--- src/rtl/sync_fifo_param.sv ---
// Synchronous single-clock FIFO with registered read data and count-decoded flags.
// Define SYNC_FIFO_ERR_EN to add the sticky ovf/udf error flags.
module sync_fifo_param #(
    parameter int WIDTH    = 8,
    parameter int DEPTH    = 8,
    parameter int AF_LEVEL = DEPTH - 2,
    parameter int AE_LEVEL = 2,
    localparam int AW      = $clog2(DEPTH)
) (
    input  logic             clk,
    input  logic             rst,
    input  logic             we,
    input  logic [WIDTH-1:0] d,
    input  logic             rd,
    output logic [WIDTH-1:0] q,
    output logic             q_valid,
    output logic             full,
    output logic             empty,
    output logic             almost_full,
    output logic             almost_empty,
`ifdef SYNC_FIFO_ERR_EN
    output logic             ovf,
    output logic             udf,
`endif
    output logic [AW:0]      count
);

    localparam logic [AW:0] DEPTH_CNT = (AW+1)'(DEPTH);
    localparam logic [AW:0] AF_CNT    = (AW+1)'(AF_LEVEL);
    localparam logic [AW:0] AE_CNT    = (AW+1)'(AE_LEVEL);

    logic [WIDTH-1:0] mem [DEPTH];
    logic [AW-1:0]    wr_ptr, rd_ptr;
    logic             wr_ok, rd_ok;

    // Acceptance comes from the registered flags, so at full a simultaneous
    // write is dropped and at empty a simultaneous read is dropped.
    assign wr_ok = we && !full;
    assign rd_ok = rd && !empty;

    assign empty        = (count == '0);
    assign full         = (count == DEPTH_CNT);
    assign almost_full  = (count >= AF_CNT);
    assign almost_empty = (count <= AE_CNT);

    // Storage is never reset; stale words are unreachable once pointers clear.
    always_ff @(posedge clk) begin
        if (!rst && wr_ok)
            mem[wr_ptr] <= d;
    end

    always_ff @(posedge clk) begin
        if (rst) begin
            wr_ptr  <= '0;
            rd_ptr  <= '0;
            count   <= '0;
            q       <= '0;
            q_valid <= 1'b0;
        end else begin
            q_valid <= rd_ok;
            if (wr_ok)
                wr_ptr <= wr_ptr + 1'b1;
            if (rd_ok) begin
                q      <= mem[rd_ptr];
                rd_ptr <= rd_ptr + 1'b1;
            end
            case ({wr_ok, rd_ok})
                2'b10:   count <= count + 1'b1;
                2'b01:   count <= count - 1'b1;
                default: count <= count;
            endcase
        end
    end

`ifdef SYNC_FIFO_ERR_EN
    always_ff @(posedge clk) begin
        if (rst) begin
            ovf <= 1'b0;
            udf <= 1'b0;
        end else begin
            if (we && full)
                ovf <= 1'b1;
            if (rd && empty)
                udf <= 1'b1;
        end
    end
`endif

endmodule

--- config.mk ---
export PLATFORM = sky130hd
export DESIGN_NAME = sync_fifo_param
export DESIGN_NICKNAME = d
export VERILOG_FILES = /design/src/rtl/sync_fifo_param.sv
export SDC_FILE = /design/constraint.sdc
export NUM_CORES = 1
export LEC_CHECK = 0
export ABC_AREA = 1
export BUFFER_PORTS_ARGS = -buffer_cell sky130_fd_sc_hd__buf_2
export CAP_MARGIN = 20
export CORE_AREA = 2 2 81 83
export DETAILED_ROUTE_END_ITERATION = 8
export DIE_AREA = 0 0 83 85
export PLACE_DENSITY = 0.79
export SLEW_MARGIN = 20
export SYNTH_ARGS = -nofsm -noshare
export SYNTH_HDL_FRONTEND = slang
export SYNTH_SLANG_ARGS = --single-unit
export TNS_END_PERCENT = 50
--- constraint.sdc ---
create_clock -name clk -period 6 [get_ports clk]
set_input_delay 1.2 -clock clk [delete_from_list [all_inputs] [get_ports clk]]
set_output_delay 1.2 -clock clk [all_outputs]
set_load 0.05 [all_outputs]
# Word-level counts from Yosys, hierarchy flattened
# Memories as Yosys holds them, arrays and structs flattened. A register that Yosys moved wholly into a read port is not among the register bits.
# Cells that the tools add are included.
# totals
ff_bits	11
mem_bits_rw	64
output_inout_bits	17
word_cells	25
mem_count	1
# op_classes
addsub	4
order_cmp	2
eq_ne	3
muxes	3
reduce_logical	8
# mem_list
memory	depth	width	read_ports	rd_clocked_by_memory_dff	write_ports	line	text
mem	8	8	1	1	1	32	logic [WIDTH-1:0] mem [DEPTH];
# op_table
cell	n
$pmux W4 S2	1
$add A3 B1 Y3 const B	2
$add A4 B1 Y4 const B	1
$eq A4 B4 Y1 const B	1
$ge A4 B3 Y1 const B	1
$le A4 B2 Y1 const B	1
$logic_not A4 Y1	1
$sub A4 B1 Y4 const B	1
$logic_and A1 B1 Y1	3
$logic_not A1 Y1	3
$eq A2 B1 Y1 const B	1
$eq A2 B2 Y1 const B	1
$mux W1	2
$reduce_bool A2 Y1	1

# Depth between registers and ports, before layout
# logic_depth
depth_word	6
mapped_depth	13
depth_no_buf	13

# Least setup slack after synthesis
# No wires, ideal clock.
# synth_timing
kind	flip-flop to output port
from	register count[3]
to	output port almost_full
t_arrival_ns	1.505
required_ns	4.800
path_slack_ns	3.295
path_stages_with_launch	3
n_path_buf	0
cell_sequence	dfxtp_1 nor2_2 nor2_1
# synth_via
elab_chain_cells	1
# synth_rtl
element	line	text
start: declaration	25	output logic [AW:0] count
start signal: assignment	68	2'b10: count <= count + 1'b1;
start signal: assignment	69	2'b01: count <= count - 1'b1;
start signal: assignment	70	default: count <= count;
$ge A4 B3 Y1	43	assign almost_full = (count >= AF_CNT);
end: declaration	19	output logic almost_full,
# Every way passes these cells.

# Worst setup path in the final report
# layout_timing
from	input port rst
to	memory mem[0][2], enable pin
# layout_via
elab_chain_cells	4
# layout_rtl
element	line	text
start: declaration	11	input logic rst,
$logic_not A1 Y1	48	if (!rst && wr_ok)
$logic_and A1 B1 Y1	48	
$mux W1	48	
$mux W1 (implied by the code)	49	mem[wr_ptr] <= d;
end: declaration	32	
# Every way passes these cells.

==> key figures <==
Synthesis
  – Number of synthesized flops with an enable pin: 64
  – Xor/xnor share of the synthesized area: 0.00480
  – Sequential fraction of the synthesis area: 0.631
  – Fraction of synthesized area in multiplexers: 0
  – Post-Syn Nets: 390
  – Synth top cells by count: nand2_1, inv_1, edfxtp_1
  – FF+latch count, synth: 83
  – Synth top area share: 0.527
  – FFs w/ async S/R, synth: 0
  – Main combinational cell family by area after synthesis: simple AND/OR/NAND/NOR gates
  – Simple-gate share of the synthesized area: 0.204
  – Syn Std Cell Area: 3650 µm²
  – Synth top area cells: edfxtp_1, dfxtp_1, nand2_1, nand3_1, inv_1
  – Number of library cell types mapped by synthesis: 24
  – Most frequently used flop master after synthesis: edfxtp_1
  – Most common cell in the netlist: nand2_1
  – Mapped Cells: 372
  – Leading area contributor after synthesis: edfxtp_1
  – Post-synthesis compound-gate area fraction: 0.0357
  – Syn avg cell area: 9.81 µm²
  – Yosys warns: 0
  – Synth Area in Adders: 0.0226

Drt
  – Post-route ant nets: 0
  – Overall routed net length: 7470 µm
  – DRT Pass-1 Iters: 5
  – Post-DR vias/cell: 5.30
  – Drt first-iter violations: 116
  – Drt drc: 0
  – Wire length per cell: 15.5 µm
  – DR vias: 2556

Worst setup path
  – Worst R2R Setup Slack: 3.80 ns
  – Slowest-stage cell, CP: nor3_1
  – Worst Path Buf+Inv: 2
  – Levels on crit path: 4
  – FF-to-FF End: mem[0][2]$_DFFE_PP_
  – CP Data Required Time: 5.98 ns
  – Critical path fanouts, max: 12
  – Worst Setup Start Kind: input pin
  – Crit path from: rst
  – Cells on worst reg2reg path: 6
  – Worst r2r src: count[1]$_SDFFE_PP0P_
  – Crit Path Category: in2reg
  – Critical Path Max Stage Delay: 0.79 ns
  – Worst EP arrival: 2.60 ns
  – Crit-path cells: buf_2 > inv_1 > nand2_1 > nor3_1
  – CP Capture Type: flop
  – Capture point of the critical path: mem[0][2]$_DFFE_PP_
  – Crit path max-delay family: simple AND/OR/NAND/NOR gates

Die
  – # IOs: 29
  – Rows: 29
  – Die width: 83 µm
  – Initial Util: 0.588
  – Core Box Area: 6200 µm²
  – Die Span Y: 85 µm
  – Die area: 7060 µm²

GRT
  – Global router's overall resource usage: 0.226
  – Vias in the first global route: 2453
  – Largest net degree at the start of global routing: 35
  – Congestion Overflow GR: 0
  – Initial antenna violation count: 0
  – First-pass GRT wire length: 12000 µm

Power
  – Pleak: 1.79 nW
  – Total Power: 0.00182 W
  – Pwr dens: 449 nW/µm²
  – Peak supply drop: 0.309 mV

Clocking
  – TritonCTS buffer count: 9
  – Post_cts resized: 0
  – Reg clk slew, reported paths: 0.08 ns
  – CTS tree: done
  – H-tree Lvls: 3
  – Clk root buf: clkbuf_8
  – Worst skew pair latency: 0.36 ns
  – Maximum clock insertion buffer count: 2
  – Clock sink count: 83
  – Hold-fix buffers, CTS: 0
  – Setup bufs post-CTS: 0

Place
  – Port bufs: 28
  – Post-DP HPWL: 5250 µm
  – Dpl cell area: 3780 µm²
  – Gpl congestion: 0.953
  – Worst slack, placed: 2.96 ns

Timing
  – Slew HR: 0.334
  – Max-slew violation count: 0
  – Final setup skew: 0.00779 ns
  – Post-Route Setup TNS: 0 ns
  – Min Tclk post-route: 2.62 ns
  – RSZ-0062 raised after global routing: false
  – Slew at the pin closest to its max-slew limit: 0.991 ns
  – Final Hold Viols: 0
  – Achievable Freq: 382 MHz
  – Finish-stage setup viols: 0
  – Final Cycle Share: 0.436
  – Final worst slack: 3.38 ns

Layout
  – Final instance area: 4040 µm²
  – Area delta synth->final: 10.8%
  – Post-layout nets: 418
  – Share of layout cells above drive strength 1: 0.136
  – # diodes: 0

Outcome
  – Outcome: finished, final reports clean

Worst hold path
  – Hold Crit Class: reg2reg

Job
  – Max Cap Viol: 0
where the power goes:
part | leakage, nW | total, W | internal [W] | switching, W
combinational | 0.929 | 0.000609 | 0.000162 | 0.000447
sequential | 0.734 | 0.000717 | 0.000669 | 0.0000485
clock | 0.126 | 0.000490 | 0.000288 | 0.000201
stage by stage:
step	hold WS, ns	instances	utilization
after detailed placement	0.455	465	0.610
after CTS	0.467	481	0.650
final	0.467	482	0.652
after global routing	0.482	482	0.652
after global placement	0.451	465	0.610
after floorplan	0.492	372	-
placed cells by master (no fill, tap or decap), types with 2 or more instances in the layout:
master / Yosys / routed
a21oi_1: 16 / 16
and3_1: 2 / 2
buf_2: 4 / 28
bufinv_16: 0 / 3
clkbuf_8: 0 / 10
clkinv_4: 0 / 2
dfxtp_1: 19 / 19
edfxtp_1: 64 / 64
ha_1: 5 / 5
inv_1: 65 / 65
inv_2: 2 / 2
nand2_1: 100 / 100
nand2_2: 2 / 2
nand3_1: 53 / 53
nor2_1: 9 / 9
nor3_1: 4 / 3
o21ai_0: 10 / 10
xnor2_1: 2 / 2
kinds of logic after synthesis:
group / after synthesis
simple gates: 173
flops: 83
buf+inv: 82
compound gates: 26
fa+ha+maj: 6
xor+xnor: 2
registers in the layout (all words and copies together) (netlist names):
name and flops:
q 8, wr_ptr 3, q_valid 1, mem 64, rd_ptr 3, count 4
final cells by class:
class / count / area (µm²)
clock inverters: 6 / 113
multi-input cells: 207 / 978
well taps: 77 / 96.3
fillers: 490 / 2160
clock buffers: 10 / 138
inverters: 69 / 264
repair buffers: 30 / 153
flip-flops and latches: 83 / 2300
how the worst min path moves through the flow:
| stage | start | endpoint | slack, ns | cells past startpoint |
|---|---|---|---|---|
| after CTS | q[6]$_SDFFE_PP0N_ | q[6]$_SDFFE_PP0N_ | 0.47 | 2 |
| final | q[6]$_SDFFE_PP0N_ | q[6]$_SDFFE_PP0N_ | 0.47 | 2 |
| after floorplan | wr_ptr[1]$_SDFFE_PP0N_ | wr_ptr[1]$_SDFFE_PP0N_ | 0.49 | 2 |
| after global routing | q[7]$_SDFFE_PP0N_ | q[7]$_SDFFE_PP0N_ | 0.48 | 2 |
| after detailed placement | q[6]$_SDFFE_PP0N_ | q[6]$_SDFFE_PP0N_ | 0.45 | 2 |
| after global placement | q[7]$_SDFFE_PP0N_ | q[7]$_SDFFE_PP0N_ | 0.45 | 2 |
worst min-delay path: stages (launching register included):
cell     delay (ns)
dfxtp_1        0.31
nand2_1        0.06
a21oi_1        0.06
routing by layer:
layer  global-route usage  wire length (µm)
met5                    0                 0
met4               0.0954               131
met3               0.0389               368
met2                0.400              3760
met1                0.277              3210
(Power assumes the default switching activity.)
